**config.mk**
```make
export PLATFORM = sky130hd
export DESIGN_NAME = fc_argmax_classifier
export DESIGN_NICKNAME = d
export VERILOG_FILES = /design/src/rtl/fc_pkg.sv /design/src/rtl/fc_max_compare.sv /design/src/rtl/fc_argmax_classifier.sv
export SDC_FILE = /design/constraint.sdc
export NUM_CORES = 1
export LEC_CHECK = 0
export BUFFER_PORTS_ARGS = -buffer_cell sky130_fd_sc_hd__buf_2
export CAP_MARGIN = 20
export CELL_PAD_IN_SITES_DETAIL_PLACEMENT = 1
export CELL_PAD_IN_SITES_GLOBAL_PLACEMENT = 2
export CORE_MARGIN = 1.5
export CORE_UTILIZATION = 38
export CTS_CLUSTER_DIAMETER = 150
export DETAILED_ROUTE_END_ITERATION = 7
export PLACE_DENSITY_LB_ADDON = 0.05
export SYNTH_ARGS = -nofsm -noshare
export SYNTH_HDL_FRONTEND = slang
export SYNTH_HIERARCHICAL = 1
export SYNTH_SLANG_ARGS = --single-unit
```
**constraint.sdc**
```tcl
create_clock -name clk -period 4.12 [get_ports clk]
set_clock_uncertainty 0.05 [all_clocks]
set_input_delay 0.618 -clock clk [delete_from_list [all_inputs] [get_ports clk]]
set_output_delay 0.618 -clock clk [all_outputs]
set_load 0.01 [all_outputs]
```
**src/rtl/fc_pkg.sv**
```systemverilog
// fc_pkg: shared FC output-layer constants, word type and argmax FSM states.
package fc_pkg;
    localparam int WORD_SIZE   = 16;
    localparam int NUM_CLASSES = 10;
    localparam int CLASS_W     = 4;
    typedef logic signed [WORD_SIZE-1:0] fc_word_t;
    typedef logic [CLASS_W-1:0] fc_idx_t;
    typedef enum logic [1:0] {IDLE, SCAN, DONE} fc_argmax_state_t;
    localparam fc_word_t WORD_MIN = {1'b1, {(WORD_SIZE-1){1'b0}}};
endpackage

```
**src/rtl/fc_max_compare.sv**
```systemverilog
// fc_max_compare: one signed strict-greater step of the argmax scan (runner-up tracking with FC_ARGMAX_MARGIN_EN).
module fc_max_compare
    import fc_pkg::*;
(
    input  fc_word_t cand_i,
    input  fc_idx_t  cand_idx_i,
    input  fc_word_t best_i,
    input  fc_idx_t  best_idx_i,
`ifdef FC_ARGMAX_MARGIN_EN
    input  fc_word_t second_i,
    output fc_word_t second_o,
`endif
    output fc_word_t best_o,
    output fc_idx_t  best_idx_o
);
    logic gt;
    // strict compare keeps the lowest index on ties
    assign gt         = cand_i > best_i;
    assign best_o     = gt ? cand_i : best_i;
    assign best_idx_o = gt ? cand_idx_i : best_idx_i;
`ifdef FC_ARGMAX_MARGIN_EN
    assign second_o   = gt ? best_i : (cand_i > second_i ? cand_i : second_i);
`endif
endmodule

```
**src/rtl/fc_argmax_classifier.sv**
```systemverilog
// fc_argmax_classifier: snapshots the FC output neurons on start and scans them serially for the argmax.
// Optional FC_ARGMAX_MARGIN_EN adds a best-minus-runner-up margin output.
module fc_argmax_classifier
    import fc_pkg::*;
(
    input  logic                 clk,
    input  logic                 rst_n,
    input  logic                 start,
    input  logic [WORD_SIZE-1:0] values [NUM_CLASSES],
    output logic                 busy,
    output logic                 done,
    output logic [CLASS_W-1:0]   class_out,
    output logic [WORD_SIZE-1:0] max_value
`ifdef FC_ARGMAX_MARGIN_EN
    ,
    output logic [WORD_SIZE:0]   margin
`endif
);
    fc_argmax_state_t     state_q, state_d;
    logic [WORD_SIZE-1:0] snap_q [NUM_CLASSES];
    fc_word_t             best_q, nxt_best;
    fc_idx_t              best_idx_q, nxt_idx, idx_q, class_q;
    fc_word_t             max_q;
    logic                 accept, last;

    assign accept = start && state_q != SCAN;
    assign last   = idx_q == CLASS_W'(NUM_CLASSES - 1);

    always_comb begin
        state_d = state_q;
        if (accept)
            state_d = (NUM_CLASSES == 1) ? DONE : SCAN;
        else
            state_d = (state_q == SCAN) ? (last ? DONE : SCAN) : IDLE;
    end

`ifdef FC_ARGMAX_MARGIN_EN
    fc_word_t            second_q, nxt_second;
    logic [WORD_SIZE:0]  margin_q;
    assign margin = margin_q;
`endif

    fc_max_compare u_cmp (
        .cand_i     (fc_word_t'(snap_q[idx_q])),
        .cand_idx_i (idx_q),
        .best_i     (best_q),
        .best_idx_i (best_idx_q),
`ifdef FC_ARGMAX_MARGIN_EN
        .second_i   (second_q),
        .second_o   (nxt_second),
`endif
        .best_o     (nxt_best),
        .best_idx_o (nxt_idx)
    );

    always_ff @(posedge clk or negedge rst_n) begin
        if (!rst_n) begin
            state_q    <= IDLE;
            snap_q     <= '{default: '0};
            best_q     <= '0;
            best_idx_q <= '0;
            idx_q      <= '0;
            class_q    <= '0;
            max_q      <= '0;
`ifdef FC_ARGMAX_MARGIN_EN
            second_q   <= '0;
            margin_q   <= '0;
`endif
        end else begin
            state_q <= state_d;
            if (accept) begin
                snap_q     <= values;
                best_q     <= fc_word_t'(values[0]);
                best_idx_q <= '0;
                idx_q      <= CLASS_W'(1);
`ifdef FC_ARGMAX_MARGIN_EN
                second_q   <= WORD_MIN;
`endif
            end else if (state_q == SCAN) begin
                best_q     <= nxt_best;
                best_idx_q <= nxt_idx;
                idx_q      <= last ? idx_q : idx_q + 1'b1;
`ifdef FC_ARGMAX_MARGIN_EN
                second_q   <= nxt_second;
`endif
            end
            // results only move when a scan completes, so they hold across a back-to-back restart
            if (state_q == SCAN && last) begin
                class_q  <= nxt_idx;
                max_q    <= nxt_best;
`ifdef FC_ARGMAX_MARGIN_EN
                margin_q <= {nxt_best[WORD_SIZE-1], nxt_best} - {nxt_second[WORD_SIZE-1], nxt_second};
`endif
            end else if (accept && NUM_CLASSES == 1) begin
                class_q  <= '0;
                max_q    <= fc_word_t'(values[0]);
`ifdef FC_ARGMAX_MARGIN_EN
                margin_q <= '0;
`endif
            end
        end
    end

    assign busy      = state_q == SCAN;
    assign done      = state_q == DONE;
    assign class_out = class_q;
    assign max_value = max_q;
endmodule

```
# Word level (Yosys, flattened, before mapping)
# Cells that the tools add are included.
# word_totals
regBits,206
latch_bits,0
mem_bits_rw,0
rom_bits,0
inputBits,163
output_inout_bits,22
elab_cells,44
mem_count,0
# classes
addsub,1
multipliers,0
n_div,0
magnitude_cmp,2
n_eq_ne,5
shift,0
mux,15
bitwise,1
n_reduce_logical,4
# ops
operator,n
$mux W16,5
$bmux W16 S4,1
$mux W4,6
$gt A16 B16 Y1,1
$mux W2,3
$ge A5 B5 Y1 const B,1
$not A4 Y5,1
$add A4 B1 Y4 const B,1
$eq A4 B4 Y1 const B,1
$eq A2 B1 Y1 const B,1
$eq A2 B2 Y1 const B,1
$logic_and A1 B1 Y1,2
$ne A2 B1 Y1 const B,1
$ne A2 B2 Y1 const B,1
$reduce_and A2 Y1,1
$reduce_bool A2 Y1,1

# Logic depth before layout (Yosys ltp)
# Gate-level depths: netlist of the first run.
# logic_depth
ltp_word,8
ltp_mapped,16
mapped_depth_nobuf,13

# By module
# The synthesis of the first run kept the hierarchy.
# modules_own_cells
module,instances,cells_each,area_per_inst_um2,seq_area_each_um2
fc_argmax_classifier,1,646,9285.2,5154.9
fc_max_compare,1,83,750.7,0.0

# Worst setup path before layout of the first run
# No wires, ideal clock.
# synth_timing
kind,register to register
start,register idx_q[0]
end,register max_q[15] (netlist: max_value[15])
setup_ns,0.125
arrival_time_ns,3.310
t_required_ns,3.945
path_slack_ns,0.635
path_stages_with_launch,14
n_path_buf,2
period_less_slack_ns,3.485
cell_sequence,dfrtp_1 buf_6 mux4_2 nor2_1 o31ai_1 ha_1 a41o_2 a21oi_1 nor3_1 a211oi_1 mux2_4 buf_6 mux2_4 mux2_2
# synth_via
elab_chain_cells,6
elab_cells_between_ends,8
classes_between,1 x order compare; 1 x eq/ne; 4 x mux; 1 x bitwise; 1 x reduce/logical
# synth_lines
element,line,source
"start, declared",fc_argmax_classifier.sv:22,"fc_idx_t best_idx_q, nxt_idx, idx_q, class_q;"
"start signal, assigned",fc_argmax_classifier.sv:82,idx_q <= last ? idx_q : idx_q + 1'b1;
$not A4 Y5 (implied by the code) *,fc_argmax_classifier.sv:44,".cand_i (fc_word_t'(snap_q[idx_q])),"
$bmux W16 S4 *,fc_argmax_classifier.sv:44,
$mux W16 (implied by the code) * (2 in series),fc_argmax_classifier.sv:44,
$gt A16 B16 Y1,fc_max_compare.sv:18,assign gt = cand_i > best_i;
$mux W16 *,fc_max_compare.sv:19,assign best_o = gt ? cand_i : best_i;
via nxt_best[15],fc_argmax_classifier.sv:21,"fc_word_t best_q, nxt_best;"
"end signal, assigned",fc_argmax_classifier.sv:90,max_q <= nxt_best;
"end signal, assigned",fc_argmax_classifier.sv:96,max_q <= fc_word_t'(values[0]);
"end, declared",fc_argmax_classifier.sv:23,fc_word_t max_q;
# The timed path passes the listed nets; every way through them passes the cells marked *. The select of a mux whose other input is x is not followed.
# A chain may end at the register's enable or synchronous reset.

# Worst setup path in the final report of the first run
# layout_timing
start,register idx_q[0]
end,register class_q[3] (netlist: class_out[3])
# layout_via
elab_chain_cells,6
elab_cells_between_ends,8
classes_between,1 x order compare; 1 x eq/ne; 4 x mux; 1 x bitwise; 1 x reduce/logical
# layout_lines
element,line,source
$not A4 Y5 (implied by the code),fc_argmax_classifier.sv:44,
$bmux W16 S4,fc_argmax_classifier.sv:44,
$mux W16 (implied by the code) (2 in series),fc_argmax_classifier.sv:44,
$gt A16 B16 Y1,fc_max_compare.sv:18,
$mux W4,fc_max_compare.sv:20,assign best_idx_o = gt ? cand_idx_i : best_idx_i;
via nxt_idx[3],fc_argmax_classifier.sv:22,
"end signal, assigned",fc_argmax_classifier.sv:89,class_q <= nxt_idx;
"end, declared",fc_argmax_classifier.sv:22,
# The timed path passes the listed nets, and every way through them passes these cells. The select of a mux whose other input is x is not followed.

==> results of run 1 <==
[per-stage QoR]
step | power [W] | hold WS (ns)
floorplan | 0.00799 | 0.272
detailed placement | 0.00954 | 0.422
CTS | 0.0118 | 0.115
finish | 0.0118 | 0.0913
global placement | 0.00928 | 0.414
global route | 0.0126 | 0.115
[placed cells by master (no fill, tap or decap), types with 17 or more instances in the layout]
| cell type | instances |
|---|---|
| sky130_fd_sc_hd__ha_1 | 18 |
| sky130_fd_sc_hd__clkbuf_16 | 25 |
| sky130_fd_sc_hd__nor2_1 | 17 |
| sky130_fd_sc_hd__mux2i_1 | 18 |
| sky130_fd_sc_hd__inv_1 | 22 |
| sky130_fd_sc_hd__mux2_2 | 149 |
| sky130_fd_sc_hd__nand2_1 | 51 |
| sky130_fd_sc_hd__dfrtp_1 | 205 |
| sky130_fd_sc_hd__mux2_1 | 79 |
| sky130_fd_sc_hd__mux2_4 | 22 |
| sky130_fd_sc_hd__o21ai_0 | 24 |
| sky130_fd_sc_hd__buf_2 | 183 |
[logic make-up after synthesis]
group           share of synthesized area
fa+ha+maj                          0.0224
compound gates                     0.0423
simple gates                       0.0393
mux                                 0.341
buf+inv                            0.0413
flops                               0.514
[power by group]
part / internal [W] / total [W] / switching (W)
Combinational: 0.00303 / 0.00592 / 0.00289
Sequential: 0.00309 / 0.00368 / 0.000591
Clock: 0.00132 / 0.00218 / 0.000853
[registers in the layout (all words and copies together) (netlist names)]
register and count:
best_idx_q 4, best_q 16, class_out 4, idx_q 4, max_value 16, snap_q 160, state_q 2
[metal layers]
layer  track usage  part of all wire
met5             0                 0
met4        0.0731             0.037
met3        0.0295             0.046
met1         0.299              0.46
met2         0.327              0.45
[layout make-up]
class | count | area share
Timing Repair Buffer | 201 | 0.0931
Clock buffer | 33 | 0.0583
Sequential cell | 206 | 0.426
Multi-Input combinational cell | 456 | 0.372
Tap cell | 335 | 0.0346
Inverter | 24 | 0.00764
Clock inverter | 10 | 0.00888
[worst max-delay path: stages, from the launching register on]
cell and delay [ns]:
sky130_fd_sc_hd__dfrtp_4 0.45, sky130_fd_sc_hd__buf_16 0.25, sky130_fd_sc_hd__mux4_2 0.54, sky130_fd_sc_hd__nor2_1 0.25
sky130_fd_sc_hd__o31ai_1 0.15, sky130_fd_sc_hd__ha_1 0.35, sky130_fd_sc_hd__a41o_2 0.28, sky130_fd_sc_hd__a21oi_1 0.12
sky130_fd_sc_hd__nor3_1 0.08, sky130_fd_sc_hd__a211oi_2 0.26, sky130_fd_sc_hd__mux2_4 0.46, sky130_fd_sc_hd__mux2_4 0.34
sky130_fd_sc_hd__mux2_2 0.28
[final timing paths]
check                                to  slack [ns]  cells after the start
max                        class_out[3]        0.11                     12
min                          snap_q[29]        0.09                      1
max reg2reg                class_out[3]        0.11                     12
min reg2reg                 snap_q[115]        0.43                      1
max in group asynchronous   snap_q[120]        3.01                      2
min in group clk            snap_q[106]        0.25                      2
==> run_results.csv, run 1 <==
group,metric,value,unit
outcome,outcome,"complete, no violations",
detailed_routing,routed_wire_length_per_instance,22.4,um
global_routing,first_global_vias,7080,
logic_synthesis,netlist-cell-type-count,40,
setup_path,worst-setup-path-type,"reg2reg",
finish,multiInputGateArea,4500,sq um
clocking,ctsHtreeMaxLevel,1,
finish,nNetsFinal,1095,
sta,timing_max_transition_violations_final,0,
detailed_routing,drt-total-wl,28300,um
detailed_routing,detailedRoute.firstPassIterationCount,4,
logic_synthesis,synth_top_cells_by_count,"206 x sky130_fd_sc_hd__dfrtp_1, 149 x sky130_fd_sc_hd__mux2_2, 79 x sky130_fd_sc_hd__mux2_1",
detailed_routing,route.antenna.remaining_nets,0,
place,detailed_place_hpwl,20600,um
clocking,clock-root-buffer,"sky130_fd_sc_hd__clkbuf_16",
setup_path,critical_path.startpoint,"idx_q[0]",
finish,layout-drive-gt1-share,0.474,
sta,tightestPinTransition,0.838,ns
die,die_area,27400,sq um
die,initial_utilization,0.386,
sta,timing.final.crit_period,4.01,ns
die,fp-row-count,59,
logic_synthesis,synth_edf_count,0,
setup_path,setup.worst_path.start_class,"register",
setup_path,cp_data_required_time,4.46,ns
sta,final.period_utilization,0.973,
place,preCtsSetupSlack,0.0891,ns
logic_synthesis,async_flop_share,1.00,
logic_synthesis,postSynthNetCount,910,
global_routing,grt_start_max_net_pins,86,
detailed_routing,route.detailed.drc,0,
finish,final_instance_count_without_filler_cells,1265,
logic_synthesis,avgSynthCellArea,13.8,sq um
power_and_ir_drop,leakagePower,5.59,nW
detailed_routing,drt_first_iter_violations,311,
hold_path,timing.hold.worst.class,"in2async",
finish,post-route-util,0.466,
finish,diodes,0,
clocking,clock_sink_count,206,
clocking,cts_tree,"built",
logic_synthesis,yosys_most_used_dff,"sky130_fd_sc_hd__dfrtp_1",
clocking,clock_tree.buffer_depth,3,
global_routing,grt.total_usage,0.210,
global_routing,antenna_found_initial,0,
place,io_buffers,184,
logic_synthesis,synth_top_area_frac,0.514,
setup_path,worstSetupEndpointType,"register",
logic_synthesis,post_synth_inst_count,729,
logic_synthesis,synth_seq_cells,206,
global_routing,grt_pass1_wl,42800,um
place,gpl.final_weighted_congestion,0.783,
clocking,cts_hold_buffers,0,
finish,layout.cell_area.non_filler,12100,sq um
clocking,numCtsBuffers,25,
sta,fin_ws,0.111,ns
setup_path,worst-endpoint-arrival,4.35,ns
clocking,cts_resized,0,
finish,layout-area-overhead-vs-synth,20.7,%
finish,n_fill_cell,2733,
setup_path,crit_fanout,37,
clocking,clk_transition_reported_paths,0.06,ns
power_and_ir_drop,power.density_cell_area,972,nW/um^2
logic_synthesis,synth_sequential_area_ratio,0.514,
setup_path,reg_to_reg_start,"idx_q[0]",
place,number_of_cells_in_the_design_after_placement,1221,
sta,final-setup-viol-count,0,
sta,setup_tns,0,ns
die,io_pins,185,
place,placed_instance_area,11300,sq um
clocking,postCtsSetupBuffers,0,
flow_run,max_cap_violations,0,
logic_synthesis,yosysMostFrequentCell,"sky130_fd_sc_hd__dfrtp_1",
sta,timing_hold_violations_final,0,
global_routing,grt_overflow_total,0,
detailed_routing,vias_per_cell,5.16,
clocking,clock_insertion_delay_worst_skew,0.53,ns
sta,slew_headroom,0.440,
sta,timing.fmax,0.249,GHz
detailed_routing,dr_vias,6525,
die,core-area,26000,sq um
logic_synthesis,post_synth_main_area_contributors,"sky130_fd_sc_hd__dfrtp_1 51%, sky130_fd_sc_hd__mux2_2 17%, sky130_fd_sc_hd__mux2_1 8.9%",
power_and_ir_drop,worst_ir_drop_on_vdd,0.000464,V
logic_synthesis,syn_area,10000,sq um
logic_synthesis,synthesis.yosys.warnings,6,
finish,final-seq-area,5160,sq um
logic_synthesis,synthDominantAreaCellType,"sky130_fd_sc_hd__dfrtp_1",
die,horizontal_die_dimension,166,um
die,fp.dieH,166,um
(Power assumes the default switching activity.)
==> run 2: changes to the inputs <==
--- a/config.mk
+++ b/config.mk
@@ -5,12 +5,13 @@
 export SDC_FILE = /design/constraint.sdc
 export NUM_CORES = 1
 export LEC_CHECK = 0
+export ABC_AREA = 1
 export BUFFER_PORTS_ARGS = -buffer_cell sky130_fd_sc_hd__buf_2
 export CAP_MARGIN = 20
 export CELL_PAD_IN_SITES_DETAIL_PLACEMENT = 1
 export CELL_PAD_IN_SITES_GLOBAL_PLACEMENT = 2
 export CORE_MARGIN = 1.5
-export CORE_UTILIZATION = 38
+export CORE_UTILIZATION = 32
 export CTS_CLUSTER_DIAMETER = 150
 export DETAILED_ROUTE_END_ITERATION = 7
 export PLACE_DENSITY_LB_ADDON = 0.05
==> run 2 against run 1 <==
Effect of this change:
- global-route usage rose by 0.38 points
- synthesized cell count rose by 87%
- critical endpoint is now best_q[3]
- maximum frequency rose by 6.9%
- via count rose by 41%
- clock-buffer cell count increased by 4
- register-to-register slack improved by 0.26 ns
- routed wire length rose by 24%
- sequential power fell by 6.8%
- area after synthesis increased by 3.1%
- largest power group unchanged
- die area up 22%
- largest cell class unchanged
==> run_results.csv, run 2 <==
group,metric,value,unit
detailed_routing,vias_per_cell,4.78,
die,fp-row-count,65,
place,preCtsSetupSlack,0.387,ns
detailed_routing,dr_vias,9182,
setup_path,worst-path-stages,19,
clocking,cts_tree,"built",
setup_path,setup.worst_path.start_class,"register",
logic_synthesis,area_share_of_and_or_nand_nor_cells_after_synthesis,0.287,
power_and_ir_drop,worst_ir_drop_on_vdd,0.000503,V
sta,tightestPinTransition,0.853,ns
detailed_routing,drt_first_iter_violations,492,
logic_synthesis,synthesis.yosys.warnings,6,
logic_synthesis,synth_sequential_area_ratio,0.498,
clocking,postCtsSetupBuffers,0,
logic_synthesis,post_synth_inst_count,1360,
logic_synthesis,synth_seq_cells,206,
place,detailed_place_hpwl,25500,um
finish,final_common_cell,"sky130_fd_sc_hd__nand2_1",
logic_synthesis,syn_area,10400,sq um
power_and_ir_drop,power_frac_comb,0.521,
clocking,ctsHtreeMaxLevel,1,
setup_path,worst-endpoint-arrival,4.10,ns
setup_path,cp_num_buf_inv,2,
setup_path,worstRegToRegCells,19,
place,gpl.final_weighted_congestion,0.852,
setup_path,crit_path_cell_trace,"inv_2, buf_12, nand2_1, nand3_1, nand3_1, nand3_1, nand2_1, ha_1, a21o_1, nor2_1, nand2_1, nand2_1, nand2_1, nand2_1, nand3_2, nand2_1, nand2_1, o21ai_0, a21oi_2",
clocking,clk_transition_reported_paths,0.06,ns
global_routing,antenna_found_initial,0,
sta,final.period_utilization,0.910,
outcome,outcome,"complete, no violations",
detailed_routing,routed_wire_length_per_instance,18.3,um
finish,nNetsFinal,1688,
finish,layout-area-overhead-vs-synth,18.5,%
die,io_pins,185,
logic_synthesis,synth_compound_gate_area_share,0.0923,
setup_path,crit_fanout,42,
logic_synthesis,synth_edf_count,0,
place,io_buffers,184,
finish,layout-drive-gt1-share,0.168,
clocking,clock_insertion_delay_worst_skew,0.52,ns
sta,timing.final.crit_period,3.75,ns
global_routing,grt.total_usage,0.214,
setup_path,critical-path-top-delay-family,"simple AND/OR/NAND/NOR gates",
finish,largest_reg_flops,160,
logic_synthesis,avgSynthCellArea,7.61,sq um
logic_synthesis,post_synth_main_area_contributors,"sky130_fd_sc_hd__dfrtp_1 50%, sky130_fd_sc_hd__nand2_1 20%, sky130_fd_sc_hd__o21ai_0 5.0%",
power_and_ir_drop,leakagePower,6.52,nW
power_and_ir_drop,power.switching,0.00537,W
sta,fin_ws,0.370,ns
detailed_routing,drt-total-wl,35200,um
sta,final-setup-viol-count,0,
clocking,numCtsBuffers,24,
setup_path,slowest_stage,"sky130_fd_sc_hd__dfrtp_2",
setup_path,worstSetupEndpointType,"register",
power_and_ir_drop,clockPowerShare,0.183,
die,fp.dieH,183,um
detailed_routing,route.antenna.remaining_nets,0,
hold_path,timing.hold.worst.class,"in2async",
global_routing,grt_start_max_net_pins,102,
power_and_ir_drop,power.internal,0.00621,W
clocking,clock_sink_count,206,
finish,n_fill_cell,3977,
setup_path,ff2ff_setup_slack,0.37,ns
clocking,clock-root-buffer,"sky130_fd_sc_hd__clkbuf_16",
setup_path,worst-setup-path-type,"reg2reg",
logic_synthesis,async_flop_share,1.00,
power_and_ir_drop,p_seq_frac,0.296,
setup_path,path_common_cell,"sky130_fd_sc_hd__nand2_1",
logic_synthesis,synth_top_area_frac,0.498,
finish,final_instance_count_without_filler_cells,1922,
die,initial_utilization,0.326,
clocking,cts_hold_buffers,0,
setup_path,cp_slowest_stage_delay,0.43,ns
power_and_ir_drop,switching_share,0.464,
sta,timing_max_transition_violations_final,0,
sta,setup_tns,0,ns
detailed_routing,route.detailed.drc,0,
die,horizontal_die_dimension,183,um
logic_synthesis,netlist-cell-type-count,29,
die,core-area,31700,sq um
global_routing,first_global_vias,9602,
logic_synthesis,yosysMostFrequentCell,"sky130_fd_sc_hd__nand2_1",
finish,most-common-layout-cells,"557 x sky130_fd_sc_hd__nand2_1, 205 x sky130_fd_sc_hd__dfrtp_1, 183 x sky130_fd_sc_hd__buf_2",
sta,timing.fmax,0.267,GHz
sta,rsz0062_at_grt,"false",
logic_synthesis,synth_top_cells_by_count,"557 x sky130_fd_sc_hd__nand2_1, 206 x sky130_fd_sc_hd__dfrtp_1, 135 x sky130_fd_sc_hd__inv_1",
global_routing,grt_pass1_wl,55500,um
sta,slew_headroom,0.430,
clocking,clock_tree.buffer_depth,3,
logic_synthesis,synth_mux_area_frac,0,
flow_run,max_cap_violations,0,
clocking,cts_resized,0,
logic_synthesis,main_combinational_cell_family_by_area_after_synthesis,"simple AND/OR/NAND/NOR gates",
die,die_area,33400,sq um
place,number_of_cells_in_the_design_after_placement,1883,
setup_path,cp_data_required_time,4.47,ns
logic_synthesis,synth_xor_xnor_area_share,0,
finish,diodes,0,
finish,largest-register,"snap_q",
global_routing,grt_overflow_total,0,
logic_synthesis,synthDominantAreaCellType,"sky130_fd_sc_hd__dfrtp_1",
logic_synthesis,postSynthNetCount,1541,
detailed_routing,detailedRoute.firstPassIterationCount,4,
sta,timing_hold_violations_final,0,
logic_synthesis,synthAdderAreaFrac,0.0218,
logic_synthesis,yosys_most_used_dff,"sky130_fd_sc_hd__dfrtp_1",
power_and_ir_drop,power.density_cell_area,944,nW/um^2
==> run 2: cell count changes after synthesis, moves of 42 or more <==
cell,change
sky130_fd_sc_hd__nand3_1,+101
sky130_fd_sc_hd__mux2_1,-79
sky130_fd_sc_hd__nand2_1,+506
sky130_fd_sc_hd__mux2_2,-149
sky130_fd_sc_hd__o21ai_0,+80
sky130_fd_sc_hd__inv_1,+113
sky130_fd_sc_hd__o21ai_1,+42
==> run 2: cell families after synthesis <==
kind of cell / count (synthesis)
compound gates: 182
fa+ha+maj: 18
buf+inv: 225
flops: 206
simple gates: 729
==> run 2: power groups by stage <==
stage / Clock, W / Sequential (W) / Combinational (W)
floorplan: 0 / 0.00338 / 0.00425
global placement: 0 / 0.00343 / 0.00595
detailed placement: 0 / 0.00346 / 0.00607
CTS: 0.00218 / 0.00343 / 0.00610
global route: 0.00226 / 0.00354 / 0.00682
finish: 0.00212 / 0.00343 / 0.00603
==> run 2: final timing paths <==
| kind | startpoint | to |
|---|---|---|
| min reg2reg | snap_q[12] | snap_q[12] |
| min | rst_n | snap_q[57] |
| max reg2reg | idx_q[0] | best_q[3] |
| max in group asynchronous | rst_n | idx_q[0] |
| max | idx_q[0] | best_q[3] |
| min in group clk | values[15] | snap_q[15] |
==> run 2: metrics by stage <==
stage | hold slack [ns] | area [sq um] | total power, W | utilization
global placement | 0.415 | 11500 | 0.00938 | 0.362
floorplan | 0.272 | 10400 | 0.00763 | -
CTS | 0.111 | 12300 | 0.0117 | 0.387
global route | 0.128 | 12300 | 0.0126 | 0.387
detailed placement | 0.416 | 11500 | 0.00953 | 0.362
finish | 0.0896 | 12300 | 0.0116 | 0.387
==> run 2: layout make-up <==
| type | count | area [sq um] | share of cell area |
|---|---|---|---|
| tap | 402 | 503 | 0.0410 |
| multi-input combinational | 929 | 4150 | 0.338 |
| inverter | 142 | 539 | 0.0440 |
| timing repair buffer | 204 | 1140 | 0.0931 |
| clock buffer | 37 | 741 | 0.0604 |
| sequential | 206 | 5160 | 0.420 |
| clock inverter | 2 | 35.0 | 0.00286 |
==> run 2: per-layer routing <==
metal  routed length [um]  global-route usage  share of wire  up-vias
met5                    0                   0              0        -
met2                15300               0.331           0.44      185
li1                     -                   -              -     4557
met4                  688              0.0511          0.020        0
met3                 1270              0.0226          0.036       40
met1                17900               0.320           0.51     4400
